**src/rtl/riscv_pkg.sv**
```systemverilog
// Shared RISC-V decode definitions: opcode constants (inst[6:2]) and payload types.
package riscv_pkg;

  localparam logic [4:0] OP_R_R    = 5'b01100;
  localparam logic [4:0] OP_R_I    = 5'b00100;
  localparam logic [4:0] OP_LUI    = 5'b01101;
  localparam logic [4:0] OP_AUIPC  = 5'b00101;
  localparam logic [4:0] OP_LOAD   = 5'b00000;
  localparam logic [4:0] OP_STORE  = 5'b01000;
  localparam logic [4:0] OP_JAL    = 5'b11011;
  localparam logic [4:0] OP_JALR   = 5'b11001;
  localparam logic [4:0] OP_BRANCH = 5'b11000;

  // All immediate formats, sign-extended to 32 bits.
  typedef struct packed {
    logic [31:0] i;
    logic [31:0] s;
    logic [31:0] b;
    logic [31:0] u;
    logic [31:0] j;
  } imm_t;

  // Contents of the issue pipeline register.
  typedef struct packed {
    logic [4:0]  opcode;
    logic [2:0]  func3;
    logic        func7;
    logic [31:0] src1;
    logic [31:0] src2;
    logic [31:0] rs2_data;
    logic [31:0] imm;
    logic [4:0]  rd;
    logic        wen;
    logic        illegal;
  } iss_t;

endpackage

```
**src/rtl/imm_gen.sv**
```systemverilog
// Combinational immediate generator: every RV32 immediate format from one instruction word.
module imm_gen
  import riscv_pkg::*;
(
  input  logic [31:0] inst_i,
  output imm_t        imm_o
);

  // Pure bit-slicing; the consumer picks the format it needs.
  always_comb begin
    imm_o.i = {{20{inst_i[31]}}, inst_i[31:20]};
    imm_o.s = {{20{inst_i[31]}}, inst_i[31:25], inst_i[11:7]};
    imm_o.b = {{19{inst_i[31]}}, inst_i[31], inst_i[7], inst_i[30:25], inst_i[11:8], 1'b0};
    imm_o.u = {inst_i[31:12], 12'b0};
    imm_o.j = {{11{inst_i[31]}}, inst_i[31], inst_i[19:12], inst_i[20], inst_i[30:21], 1'b0};
  end

endmodule

```
**src/rtl/decode_issue.sv**
```systemverilog
// Decode/issue stage: register file, pending scoreboard, operand bypass and one issue register.
module decode_issue
  import riscv_pkg::*;
(
  input  logic        clk,
  input  logic        rst_n,
  input  logic        inst_valid,
  output logic        inst_ready,
  input  logic [31:0] inst,
  input  logic [31:0] pc,
  output logic        iss_valid,
  input  logic        iss_ready,
  output logic [4:0]  opcode,
  output logic [2:0]  func3,
  output logic        func7,
  output logic [31:0] alu_src1,
  output logic [31:0] alu_src2,
  output logic [31:0] iss_rs2_data,
  output logic [31:0] iss_imm,
  output logic [4:0]  iss_rd,
  output logic        iss_wen,
  output logic        iss_illegal,
  input  logic        wb_valid,
  input  logic [4:0]  wb_rd,
  input  logic [31:0] wb_data
);

  logic [31:0] rf_q [1:31];
  logic [31:0] pend_q, pend_d;
  iss_t        iss_q, dec;
  logic        iss_valid_q;
  imm_t        imm;
  logic [4:0]  rs1, rs2, inst_rd;
  logic [31:0] r1v, r2v;
  logic        use1, use2, hazard, accept;

  assign rs1     = inst[19:15];
  assign rs2     = inst[24:20];
  assign inst_rd = inst[11:7];

  imm_gen u_imm (.inst_i(inst), .imm_o(imm));

  // Register-file reads; a same-cycle writeback is forwarded so it can resolve a hazard.
  always_comb begin
    r1v = '0;
    r2v = '0;
    if (rs1 != 5'd0) r1v = (wb_valid && wb_rd == rs1) ? wb_data : rf_q[rs1];
    if (rs2 != 5'd0) r2v = (wb_valid && wb_rd == rs2) ? wb_data : rf_q[rs2];
  end

  // Decode into the issue payload; unused fields stay zero so illegal ops issue as all-zero.
  always_comb begin
    dec        = '0;
    use1       = 1'b0;
    use2       = 1'b0;
    dec.opcode = inst[6:2];
    dec.func3  = inst[14:12];
    if (inst[1:0] != 2'b11) begin
      dec.illegal = 1'b1;
    end else begin
      case (inst[6:2])
        OP_R_R: begin
          dec.src1 = r1v; dec.src2 = r2v; dec.wen = 1'b1; dec.func7 = inst[30];
          use1 = 1'b1; use2 = 1'b1;
        end
        OP_R_I: begin
          // func3 001/101 are shifts: shamt only, upper bits select SRL vs SRA
          dec.src1  = r1v;
          dec.src2  = (inst[13:12] == 2'b01) ? {27'd0, inst[24:20]} : imm.i;
          dec.func7 = (inst[14:12] == 3'b101) && inst[30];
          dec.wen   = 1'b1; use1 = 1'b1;
        end
        OP_LUI:   begin dec.src2 = imm.u; dec.wen = 1'b1; end
        OP_AUIPC: begin dec.src1 = pc; dec.src2 = imm.u; dec.wen = 1'b1; end
        OP_LOAD:  begin dec.src1 = r1v; dec.src2 = imm.i; dec.wen = 1'b1; use1 = 1'b1; end
        OP_STORE: begin
          dec.src1 = r1v; dec.src2 = imm.s; dec.rs2_data = r2v;
          use1 = 1'b1; use2 = 1'b1;
        end
        OP_JAL:   begin dec.src1 = pc; dec.imm = imm.j; dec.wen = 1'b1; end
        // JALR target base travels on the store-data lane
        OP_JALR:  begin
          dec.src1 = pc; dec.imm = imm.i; dec.rs2_data = r1v; dec.wen = 1'b1; use1 = 1'b1;
        end
        OP_BRANCH: begin
          dec.src1 = r1v; dec.src2 = r2v; dec.imm = imm.b; use1 = 1'b1; use2 = 1'b1;
        end
        default: dec.illegal = 1'b1;
      endcase
    end
    if (dec.wen) dec.rd = inst_rd;
  end

  assign hazard = (use1 && rs1 != 5'd0 && pend_q[rs1] && !(wb_valid && wb_rd == rs1)) ||
                  (use2 && rs2 != 5'd0 && pend_q[rs2] && !(wb_valid && wb_rd == rs2));
  assign inst_ready = (!iss_valid_q || iss_ready) && !hazard;
  assign accept     = inst_valid && inst_ready;

  // Scoreboard next state: writeback clears first so a same-cycle acceptance wins.
  always_comb begin
    pend_d = pend_q;
    if (wb_valid) pend_d[wb_rd] = 1'b0;
    if (accept && dec.wen && inst_rd != 5'd0) pend_d[inst_rd] = 1'b1;
    pend_d[0] = 1'b0;
  end

  // Register file writes; x0 has no storage.
  always_ff @(posedge clk or negedge rst_n) begin
    if (!rst_n) begin
      for (int k = 1; k < 32; k++) rf_q[k] <= '0;
    end else if (wb_valid && wb_rd != 5'd0) begin
      rf_q[wb_rd] <= wb_data;
    end
  end

  // Scoreboard state.
  always_ff @(posedge clk or negedge rst_n) begin
    if (!rst_n) pend_q <= '0;
    else        pend_q <= pend_d;
  end

  // Issue register: load on accept, drop valid after a completed issue, otherwise hold.
  always_ff @(posedge clk or negedge rst_n) begin
    if (!rst_n) begin
      iss_valid_q <= 1'b0;
      iss_q       <= '0;
    end else if (accept) begin
      iss_valid_q <= 1'b1;
      iss_q       <= dec;
    end else if (iss_ready) begin
      iss_valid_q <= 1'b0;
    end
  end

  assign iss_valid    = iss_valid_q;
  assign opcode       = iss_q.opcode;
  assign func3        = iss_q.func3;
  assign func7        = iss_q.func7;
  assign alu_src1     = iss_q.src1;
  assign alu_src2     = iss_q.src2;
  assign iss_rs2_data = iss_q.rs2_data;
  assign iss_imm      = iss_q.imm;
  assign iss_rd       = iss_q.rd;
  assign iss_wen      = iss_q.wen;
  assign iss_illegal  = iss_q.illegal;

endmodule

```
**config.mk**
```make
export PLATFORM = sky130hd
export DESIGN_NAME = decode_issue
export DESIGN_NICKNAME = d
export VERILOG_FILES = /design/src/rtl/riscv_pkg.sv /design/src/rtl/imm_gen.sv /design/src/rtl/decode_issue.sv
export SDC_FILE = /design/constraint.sdc
export NUM_CORES = 2
export LEC_CHECK = 0
export ABC_AREA = 1
export CAP_MARGIN = 5
export CORE_MARGIN = 5
export CORE_UTILIZATION = 45
export CTS_CLUSTER_SIZE = 25
export DETAILED_ROUTE_END_ITERATION = 6
export PLACE_DENSITY_LB_ADDON = 0.15
export SETUP_SLACK_MARGIN = 0.02
export SLEW_MARGIN = 0
export SYNTH_ARGS = -nofsm -noshare
export SYNTH_HDL_FRONTEND = slang
export SYNTH_HIERARCHICAL = 1
export SYNTH_SLANG_ARGS = --single-unit
export TNS_END_PERCENT = 1
```
**constraint.sdc**
```tcl
create_clock -name clk -period 6.6 [get_ports clk]
set_input_delay 1.98 -clock clk [delete_from_list [all_inputs] [get_ports clk]]
set_output_delay 1.98 -clock clk [all_outputs]
set_load 0.02 [all_outputs]
```
==> qor.csv <==
stage,metric,value,unit
die,core,145000,um2
power_and_ir_drop,p_leak,33.4,nW
place,hpwlAfterDp,157000,um
yosys,syn_avg_cell_area,7.20,um2
die,rows,140,
yosys,yosysSeqAreaShare,44.7,%
routing,drc,0,
place,gp_congestion,0.915,
timing,min_period,6380,ps
yosys,netlist_area,65400,um2
routing,first_iter_violations,8918,
routing,num_vias,65200,
flow_run,max_cap_violations,0,
place,dp_worst_setup_slack,286,ps
setup_path,crit_path_end_kind,output pin,
setup_path,cp_slowest_cell,clkdlybuf4s50_1,
setup_path,critPathBufInv,5,
routing,wire_per_inst,26.3,um
setup_path,max_stage_delay,530,ps
timing,worst_pin_slew,1310,ps
die,num_io_pins,252,
cts,cts_tree,built,
setup_path,cp.required,4620,ps
die,dieHeight,391,um
setup_path,crit_top_cell,nand2_1,
setup_path,rrSetupSlack,3700,ps
run_status,status,"complete, no violations",
cts,cts-htree-levels,4,
finish,final_util,49.8,%
routing,avgViaCountPerCell,6.08,
power_and_ir_drop,power.density,288,nW/um2
global_route,grt_max_degree,176,
cts,cts_max_path_buffers,3,
finish,area_growth,10.5,%
timing,fin_worst_skew,36.4,ps
place,portBuffers,251,
global_route,overflow,0,
setup_path,rr_worst_depth,14,
global_route,grtUsageTotal,36.0,%
timing,fin_ws,221,ps
cts,post_cts_buffers,0,
yosys,ys_types,38,
routing,drt_wl_total,282000,um
setup_path,start_kind,input pin,
power_and_ir_drop,ir_worst_vdd,0.286,mV
worst_hold_path,hold_depth,2,
finish,drive_gt1_share,5.10,%
timing,setup-violations-final,0,
worst_hold_path,hp-start,alu_src2[6],
global_route,grt_pass1_wl,412000,um
global_route,grt_antenna_before_repair,5,
timing,finalSetupTns,0,ps
yosys,ys_seq_elements,1168,
timing,post-route-period-util,96.7,%
setup_path,reg2reg_to,alu_src1[4],
timing,finalHoldViolCount,0,
setup_path,arrival,4400,ps
finish,nNetsFinal,8803,
timing,slew_headroom,12.9,%
cts,clk_pin_slew_worst_paths,50,ps
cts,cts_root_buf,clkbuf_16,
timing,fmax,157,MHz
cts,ctsHoldBuffers,0,
cts,cts_made_buffers,138,
setup_path,crit-reg2reg-launch,pend_q[3],
global_route,grt_pass1_vias,61100,
setup_path,critPathTopFamily,buffers and inverters,
place,place_inst,10500,
timing,slew_viol_final,0,
die,start_util,45.1,%
cts,clk_latency,790,ps
finish,final_common_cell,nand2_1,
setup_path,crit_fanout,5,
die,dieWidth,391,um
worst_hold_path,worstHoldPathType,flop to flop,
yosys,synth_cells,9083,
cts,cts_resized,0,
setup_path,path_class,input pin to output pin,
die,dieArea,153000,um2
timing,rsz0062_at_grt,no,
yosys,yosysWarnings,6,
finish,final_cell_mix,"nand2_1, o21ai_0, dfrtp_1, nand3_1, a21oi_1",
worst_hold_path,hold_path_end,alu_src2[6],
cts,clock-sinks,1168,
routing,firstDrtPassIters,7,
setup_path,worstPathCellList,"clkdlybuf4s50_1, inv_2, nand2_1, inv_1, nand2_1, nor2_1, nand2_1, nand2_1, nand3_1, nor2_1, nand3_1, nand3_2, inv_1, clkdlybuf4s50_1",
finish,final_cells,10700,
routing,detail-route-antenna-nets,0,
timing,hold_slack,477,ps
kinds of logic after synthesis:
| kind of cell | synth area share [%] |
|---|---|
| AO/OA/AOI/OAI | 17.6 |
| XOR/XNOR | 0.0268 |
| buffers and inverters | 9.72 |
| flip-flops | 44.7 |
| other | 0.00573 |
| AND/OR/NAND/NOR | 28.0 |
cells in the mapped netlist, drive strengths merged:
| master | n | area [um2] |
|---|---|---|
| nand4 | 163 | 1030 |
| o2111ai | 3 | 26.3 |
| inv | 464 | 1740 |
| nor3b | 1 | 7.51 |
| nand2 | 3062 | 11500 |
| xnor2 | 2 | 17.5 |
| o221ai | 7 | 61.3 |
| dfrtp | 1168 | 29200 |
| clkinv | 1 | 3.75 |
| a22oi | 14 | 105 |
| buf | 488 | 2860 |
| o21ai | 1193 | 5970 |
| nand3b | 11 | 95.1 |
| and3 | 1 | 6.26 |
| nand3 | 936 | 4690 |
| a221oi | 21 | 184 |
| conb | 1 | 3.75 |
| nor3 | 13 | 75.1 |
| nor2 | 228 | 896 |
| a21oi | 476 | 2380 |
| clkbuf | 465 | 1750 |
| a32o | 11 | 110 |
| o22ai | 1 | 6.26 |
| o211ai | 352 | 2640 |
| o21a | 1 | 7.51 |
power by group:
part           switching (W)  internal [W]
combinational        0.00256       0.00125
sequential          0.000840       0.00837
clock                0.00328       0.00454
total                0.00668        0.0142
registers in the layout, indices dropped and copies added (netlist names):
signal,flops
alu_src1,32
iss_rs2_data,32
iss_illegal,1
iss_valid,1
iss_imm,32
iss_wen,1
pend_q,31
rf_q,992
iss_rd,5
alu_src2,32
func3,3
opcode,5
func7,1
layer usage:
layer / vias up / share of wire (%) / wire [um] / track usage (%)
li1: 29200 / - / - / -
met1: 31000 / 39 / 110000 / 47.3
met2: 4052 / 43 / 121000 / 54.3
met3: 921 / 11 / 31000 / 8.20
met4: 4 / 7.2 / 20400 / 21.8
met5: - / 0.0096 / 27 / 0
metrics by stage:
step | total power (W) | area [um2]
2_1_floorplan | 0.0116 | 65500
3_3_place_gp | 0.0129 | 67700
3_5_place_dp | 0.0130 | 67700
4_1_cts | 0.0208 | 72300
5_1_grt | 0.0218 | 72300
6_report | 0.0208 | 72300
worst reg2reg max path: cells and delay by family, from the launching register on:
| family | cells | cell delay (ps) |
|---|---|---|
| flip-flops | 1 | 410 |
| AND/OR/NAND/NOR | 13 | 1810 |
| buffers and inverters | 1 | 620 |
worst max path at each step:
stage | start | end | slack, ps | cells past startpoint
final | inst[4] | inst_ready | 220 | 14
after CTS | inst[4] | inst_ready | 270 | 14
after global placement | inst[4] | inst_ready | 200 | 14
after floorplan | inst[20] | inst_ready | 1490 | 11
after global routing | inst[4] | inst_ready | 100 | 14
after detailed placement | inst[4] | inst_ready | 290 | 14
area by class of cell:
cell class | instances | area [um2]
fillers | 14400 | 72800
well taps | 1917 | 2400
multi-input cells | 6510 | 30100
clock inverters | 32 | 452
flip-flops and latches | 1168 | 29200
inverters | 465 | 1760
diodes | 2 | 5.00
clock buffers | 210 | 4110
repair buffers | 414 | 4180
No activity file was read; power rests on OpenSTA's default activity.
